==> src/rtl/cla_pipe_adder.sv <==
// Two-stage pipelined carry-lookahead adder/subtractor: GROUP-bit CLA slices
// feeding a second-level lookahead, with a valid/ready handshake on both sides.
module cla_pipe_adder #(
    parameter int WIDTH = 16,
    parameter int GROUP = 4
) (
    input  logic             clk,
    input  logic             rst_n,
    input  logic             in_valid,
    output logic             in_ready,
    input  logic [WIDTH-1:0] a,
    input  logic [WIDTH-1:0] b,
    input  logic             cin,
    input  logic             op,
    output logic             out_valid,
    input  logic             out_ready,
    output logic [WIDTH-1:0] sum,
    output logic             cout,
    output logic             ovf,
    output logic             zero,
    output logic             blk_g,
    output logic             blk_p
);

    localparam int NG = WIDTH / GROUP;

    logic [WIDTH-1:0] w_bb;
    logic             w_c0;
    logic [WIDTH-1:0] w_p;
    logic [WIDTH-1:0] w_g;
    logic [NG-1:0]    w_grp_p;
    logic [NG-1:0]    w_grp_g;
    logic             w_in_xfer;
    logic             w_s2_load;

    logic             r_s1_valid;
    logic [WIDTH-1:0] r_s1_p;
    logic [WIDTH-1:0] r_s1_g;
    logic [NG-1:0]    r_s1_gp;
    logic [NG-1:0]    r_s1_gg;
    logic             r_s1_c0;

    logic [NG:0]      w_gc;
    logic [WIDTH-1:0] w_c;
    logic [WIDTH-1:0] w_sum;
    logic             w_blk_g;

    logic             r_s2_valid;
    logic [WIDTH-1:0] r_sum;
    logic             r_cout;
    logic             r_ovf;
    logic             r_zero;
    logic             r_blk_g;
    logic             r_blk_p;

    // Subtraction is a + ~b + ~cin, so cout=1 reads as "no borrow".
    assign w_bb = op ? ~b : b;
    assign w_c0 = op ? ~cin : cin;
    assign w_p  = a ^ w_bb;
    assign w_g  = a & w_bb;

    always_comb begin : p_group_pg
        logic prod;
        prod    = 1'b0;
        w_grp_p = '0;
        w_grp_g = '0;
        for (int k = 0; k < NG; k++) begin
            w_grp_p[k] = &w_p[k*GROUP +: GROUP];
            for (int t = 0; t < GROUP; t++) begin
                prod = w_g[k*GROUP+t];
                for (int m = t + 1; m < GROUP; m++) begin
                    prod = prod & w_p[k*GROUP+m];
                end
                w_grp_g[k] = w_grp_g[k] | prod;
            end
        end
    end

    assign w_s2_load = r_s1_valid & (~r_s2_valid | out_ready);
    assign in_ready  = ~r_s1_valid | w_s2_load;
    assign w_in_xfer = in_valid & in_ready;

    always_ff @(posedge clk) begin
        if (!rst_n) begin
            r_s1_valid <= 1'b0;
        end else if (w_in_xfer) begin
            r_s1_valid <= 1'b1;
        end else if (w_s2_load) begin
            r_s1_valid <= 1'b0;
        end
    end

    always_ff @(posedge clk) begin
        if (w_in_xfer) begin
            r_s1_p  <= w_p;
            r_s1_g  <= w_g;
            r_s1_gp <= w_grp_p;
            r_s1_gg <= w_grp_g;
            r_s1_c0 <= w_c0;
        end
    end

    // Second-level lookahead, flattened to sum-of-products per group carry.
    always_comb begin : p_group_carry
        logic prod;
        logic acc;
        prod    = 1'b0;
        acc     = 1'b0;
        w_gc    = '0;
        w_blk_g = 1'b0;
        w_gc[0] = r_s1_c0;
        for (int k = 0; k < NG; k++) begin
            acc = r_s1_c0;
            for (int m = 0; m <= k; m++) begin
                acc = acc & r_s1_gp[m];
            end
            for (int j = 0; j <= k; j++) begin
                prod = r_s1_gg[j];
                for (int m = j + 1; m <= k; m++) begin
                    prod = prod & r_s1_gp[m];
                end
                acc = acc | prod;
            end
            w_gc[k+1] = acc;
        end
        for (int j = 0; j < NG; j++) begin
            prod = r_s1_gg[j];
            for (int m = j + 1; m < NG; m++) begin
                prod = prod & r_s1_gp[m];
            end
            w_blk_g = w_blk_g | prod;
        end
    end

    always_comb begin : p_bit_carry
        logic prod;
        logic acc;
        prod = 1'b0;
        acc  = 1'b0;
        w_c  = '0;
        for (int k = 0; k < NG; k++) begin
            for (int t = 0; t < GROUP; t++) begin
                acc = w_gc[k];
                for (int m = 0; m < t; m++) begin
                    acc = acc & r_s1_p[k*GROUP+m];
                end
                for (int j = 0; j < t; j++) begin
                    prod = r_s1_g[k*GROUP+j];
                    for (int m = j + 1; m < t; m++) begin
                        prod = prod & r_s1_p[k*GROUP+m];
                    end
                    acc = acc | prod;
                end
                w_c[k*GROUP+t] = acc;
            end
        end
    end

    assign w_sum = r_s1_p ^ w_c;

    // Result registers only move on a stage-2 load; draining leaves them intact.
    always_ff @(posedge clk) begin
        if (!rst_n) begin
            r_s2_valid <= 1'b0;
            r_sum      <= '0;
            r_cout     <= 1'b0;
            r_ovf      <= 1'b0;
            r_zero     <= 1'b0;
            r_blk_g    <= 1'b0;
            r_blk_p    <= 1'b0;
        end else if (w_s2_load) begin
            r_s2_valid <= 1'b1;
            r_sum      <= w_sum;
            r_cout     <= w_gc[NG];
            r_ovf      <= w_c[WIDTH-1] ^ w_gc[NG];
            r_zero     <= ~|w_sum;
            r_blk_g    <= w_blk_g;
            r_blk_p    <= &r_s1_gp;
        end else if (out_ready) begin
            r_s2_valid <= 1'b0;
        end
    end

    assign out_valid = r_s2_valid;
    assign sum       = r_sum;
    assign cout      = r_cout;
    assign ovf       = r_ovf;
    assign zero      = r_zero;
    assign blk_g     = r_blk_g;
    assign blk_p     = r_blk_p;

endmodule

==> config.mk <==
export PLATFORM = sky130hd
export DESIGN_NAME = cla_pipe_adder
export DESIGN_NICKNAME = d
export VERILOG_FILES = /design/src/rtl/cla_pipe_adder.sv
export SDC_FILE = /design/constraint.sdc
export NUM_CORES = 1
export LEC_CHECK = 0
export ABC_AREA = 0
export ABC_CLOCK_PERIOD_IN_PS = 3900
export CORE_MARGIN = 10
export CORE_UTILIZATION = 25
export CTS_CLUSTER_SIZE = 8
export DETAILED_ROUTE_END_ITERATION = 10
export SETUP_SLACK_MARGIN = 0.5
export SLEW_MARGIN = 10
export SYNTH_ARGS = -nofsm -noshare
export SYNTH_HDL_FRONTEND = slang
export SYNTH_SLANG_ARGS = --single-unit
==> constraint.sdc <==
create_clock -name clk -period 3.9 [get_ports clk]
set_input_delay 0.975 -clock clk [delete_from_list [all_inputs] [get_ports clk]]
set_output_delay 0.975 -clock clk [all_outputs]
set_load 0.1 [all_outputs]
==> impl_metrics.json <==
{
  "hold_class": "flip-flop to flip-flop",
  "drive_gt1_share_pct": 6.502,
  "ys_types": 35,
  "gr-usage-all-layers_pct": 8.343,
  "areaGrowthSynthToFinish_pct": 39.02,
  "drc": 0,
  "wl_per_cell_um": 14.19,
  "synth-seq-cells": 60,
  "cts_tree": "yes",
  "max_slew.worst_pin.slew_ns": 1.015,
  "post_synth.cell_area_avg_um2": 11.49,
  "crit_slowest_cell": "or4_1",
  "clkSlewWorstSetupHoldPaths_ns": 0.05,
  "start_util_pct": 25.38,
  "grt_setup_unrepaired": "false",
  "portBuffers": 60,
  "cp.arrival_ns": 3.29,
  "worstPathRequired_ns": 4.16,
  "htreeDepth": 3,
  "clock.fmax_mhz": 330.4,
  "postRouteAntennaNets": 0,
  "post_dp_cell_area_um2": 3654,
  "antenna-diode-count": 0,
  "grt_pass1_wl_mm": 10.85,
  "finalMaxSlewViolations": 0,
  "clk_root_buffer_cell": "clkbuf_16",
  "via_per_inst": 4.496,
  "seq_area_frac_synth_pct": 54.70,
  "design_area_um2": 3994,
  "post_cts_buffers": 0,
  "relSlewSlack_pct": 32.13,
  "synth_area_um2": 2873,
  "cp_slowest_stage_delay_ns": 0.51,
  "grt_pass1_vias": 2232,
  "outcome": "finished, final reports clean",
  "p_sw_uw": 553.8,
  "synthArstFlopShare_pct": 0,
  "synth_edf_count": 37,
  "hold_viol": 0,
  "num_io_pins": 61,
  "drtPass1Iterations": 4,
  "crit_chain": "a21o_1, a21o_1, a21o_1, ha_1, or4_1, a21oi_1, or4b_1, or4_1, a21boi_1",
  "nets": 376,
  "swShare_pct": 26.89,
  "synth_warnings": 0,
  "post_cts_resized": 0,
  "ctsLongestPathBuffers": 2,
  "layout.cells.non_filler": 466,
  "drv_cap": 0,
  "fin_crit_ns": 3.027,
  "numCtsBuffers": 9,
  "fin_tns_setup_ns": 0,
  "cp-end-kind": "flip-flop",
  "power_density_nw_per_um2": 515.6,
  "hpwl_mm": 5.205,
  "die-area_um2": 16180,
  "pwr-share-clk_pct": 43.6,
  "finClkSkew_ns": 0.003473,
  "dp.cells": 450,
  "core_area_um2": 11320,
  "grt_max_degree": 38,
  "vias": 2095,
  "worst-setup-path-type": "flip-flop to flip-flop",
  "synthTopCellsByArea": "edfxtp_1, dfxtp_1, ha_1, xor2_1, nand2_1",
  "postCtsHoldBufs": 0,
  "comb_power_share_pct": 18.9,
  "ir_drop_uv": 237.6,
  "gp_congestion": 0.7719,
  "internal-power_uw": 1506,
  "p_seq_share_pct": 37.5,
  "insertion_delay_ns": 0.33,
  "total_power_uw": 2059,
  "setup_viol": 0,
  "ys.flop_type": "edfxtp_1",
  "start_kind": "flip-flop",
  "p_leak_uw": 0.001521,
  "antenna_found_initial": 0,
  "syn_nets": 308,
  "finalCritPeriodShare_pct": 77.61,
  "synthCells": 250,
  "synth_top_cell_by_area": "edfxtp_1",
  "cts_sinks": 60,
  "dieHeight_um": 127.2,
  "grt_overflow": 0,
  "drt_iter0_markers": 113,
  "yosys.area.top_type_share_pct": 38.68,
  "die_w_um": 127.2,
  "path_max_fanout": 4,
  "critPathMostFrequentCell": "a21o_1",
  "drt_wl_total_mm": 6.614,
  "std_cell_rows": 39
}
==> power by group through the flow <==
| stage | registers (uW) | logic [uW] | clock network [uW] |
|---|---|---|---|
| after floorplan | 890 | 149 | 0 |
| after global placement | 784 | 388 | 0 |
| after detailed placement | 785 | 391 | 0 |
| after CTS | 773 | 394 | 916 |
| after global routing | 780 | 424 | 947 |
| final | 773 | 388 | 898 |
==> flip-flops by register name, summed over array words and instances, names as in the netlist <==
signal      count
out_valid       1
r_s1_g         12
r_s1_gg         4
blk_g           1
r_s1_valid      1
r_s1_c0         1
r_s1_p         16
sum            16
r_s1_gp         4
blk_p           1
ovf             1
cout            1
zero            1
==> synth_stat cells (all sizes together) (4+ instances only) <==
library cell	instances
and4	5
clkbuf	7
o211a	5
o21ai	12
edfxtp	37
o21a	5
a21oi	11
ha	20
and2	10
a211oi	4
nand2b	5
nor2	8
nor2b	7
nand2	25
a21boi	12
nor3	5
dfxtp	23
xor2	17
==> cells in the final DEF (no fill, tap or decap), types with 4 or more instances in the layout <==
cell type,instances
xor2_1,17
nor3_1,5
o21ai_0,12
a21oi_1,11
and2_1,10
buf_4,5
a21boi_0,11
a211oi_1,4
edfxtp_1,37
clkdlybuf4s50_1,59
nand2b_1,5
dfxtp_1,23
o21a_1,5
ha_1,20
clkbuf_16,9
nand2_1,25
o211a_1,5
and4_1,5
nor2b_1,7
nor2_1,8
==> metrics by stage <==
stage | hold slack, ns | worst slack, ns | utilization, %
2_1_floorplan | 0.5069 | 0.7512 | -
3_3_place_gp | 0.4457 | 0.9063 | 32.27
3_5_place_dp | 0.4560 | 0.8753 | 32.27
4_1_cts | 0.4611 | 0.8651 | 35.28
5_1_grt | 0.4829 | 0.7225 | 35.28
6_report | 0.4613 | 0.8733 | 35.28
==> worst max-delay path, delay by kind of cell (launching register included) <==
family | cells | cell delay, ns
AO/OA/AOI/OAI | 5 | 0.88
flip-flops | 1 | 0.40
adder cells (fa/ha/maj) | 1 | 0.30
AND/OR/NAND/NOR | 3 | 1.36
==> cell type report <==
| type | count | area (um^2) |
|---|---|---|
| Clock inverter | 7 | 115.1 |
| Timing Repair Buffer | 64 | 628.1 |
| Fill cell | 1156 | 7327 |
| Clock buffer | 9 | 225.2 |
| Tap cell | 143 | 178.9 |
| Sequential cell | 60 | 1572 |
| Multi-Input combinational cell | 181 | 1267 |
| Inverter | 2 | 7.507 |
==> cell families after synthesis <==
group / Yosys count / synth area share (%)
AOI/OAI and AO/OA: 61 / 14.46
DFF: 60 / 54.70
buffers and inverters: 9 / 1.176
adders and majority gates: 20 / 8.711
and+or+nand+nor: 81 / 15.16
xor gates and xnor gates: 19 / 5.793
==> path summary, 6_finish.rpt <==
kind / startpoint / end / slack (ns) / depth (start not counted)
max reg2reg: r_s1_c0$_DFFE_PP_ / zero$_SDFFE_PN0P_ / 0.87 / 9
max: r_s1_c0$_DFFE_PP_ / zero$_SDFFE_PN0P_ / 0.87 / 9
min reg2reg: zero$_SDFFE_PN0P_ / zero$_SDFFE_PN0P_ / 0.46 / 2
min: zero$_SDFFE_PN0P_ / zero$_SDFFE_PN0P_ / 0.46 / 2
==> per-layer routing <==
metal	wire length, um	track usage, %	part of all wire, %	up-vias
met5	0	0	0	-
met4	172	4.622	2.6	0
met3	420	2.730	6.4	13
met2	2899	12.73	44	58
met1	3122	10.17	47	958
li1	-	-	-	1066
Note: power is estimated with default switching activity, not from simulation.
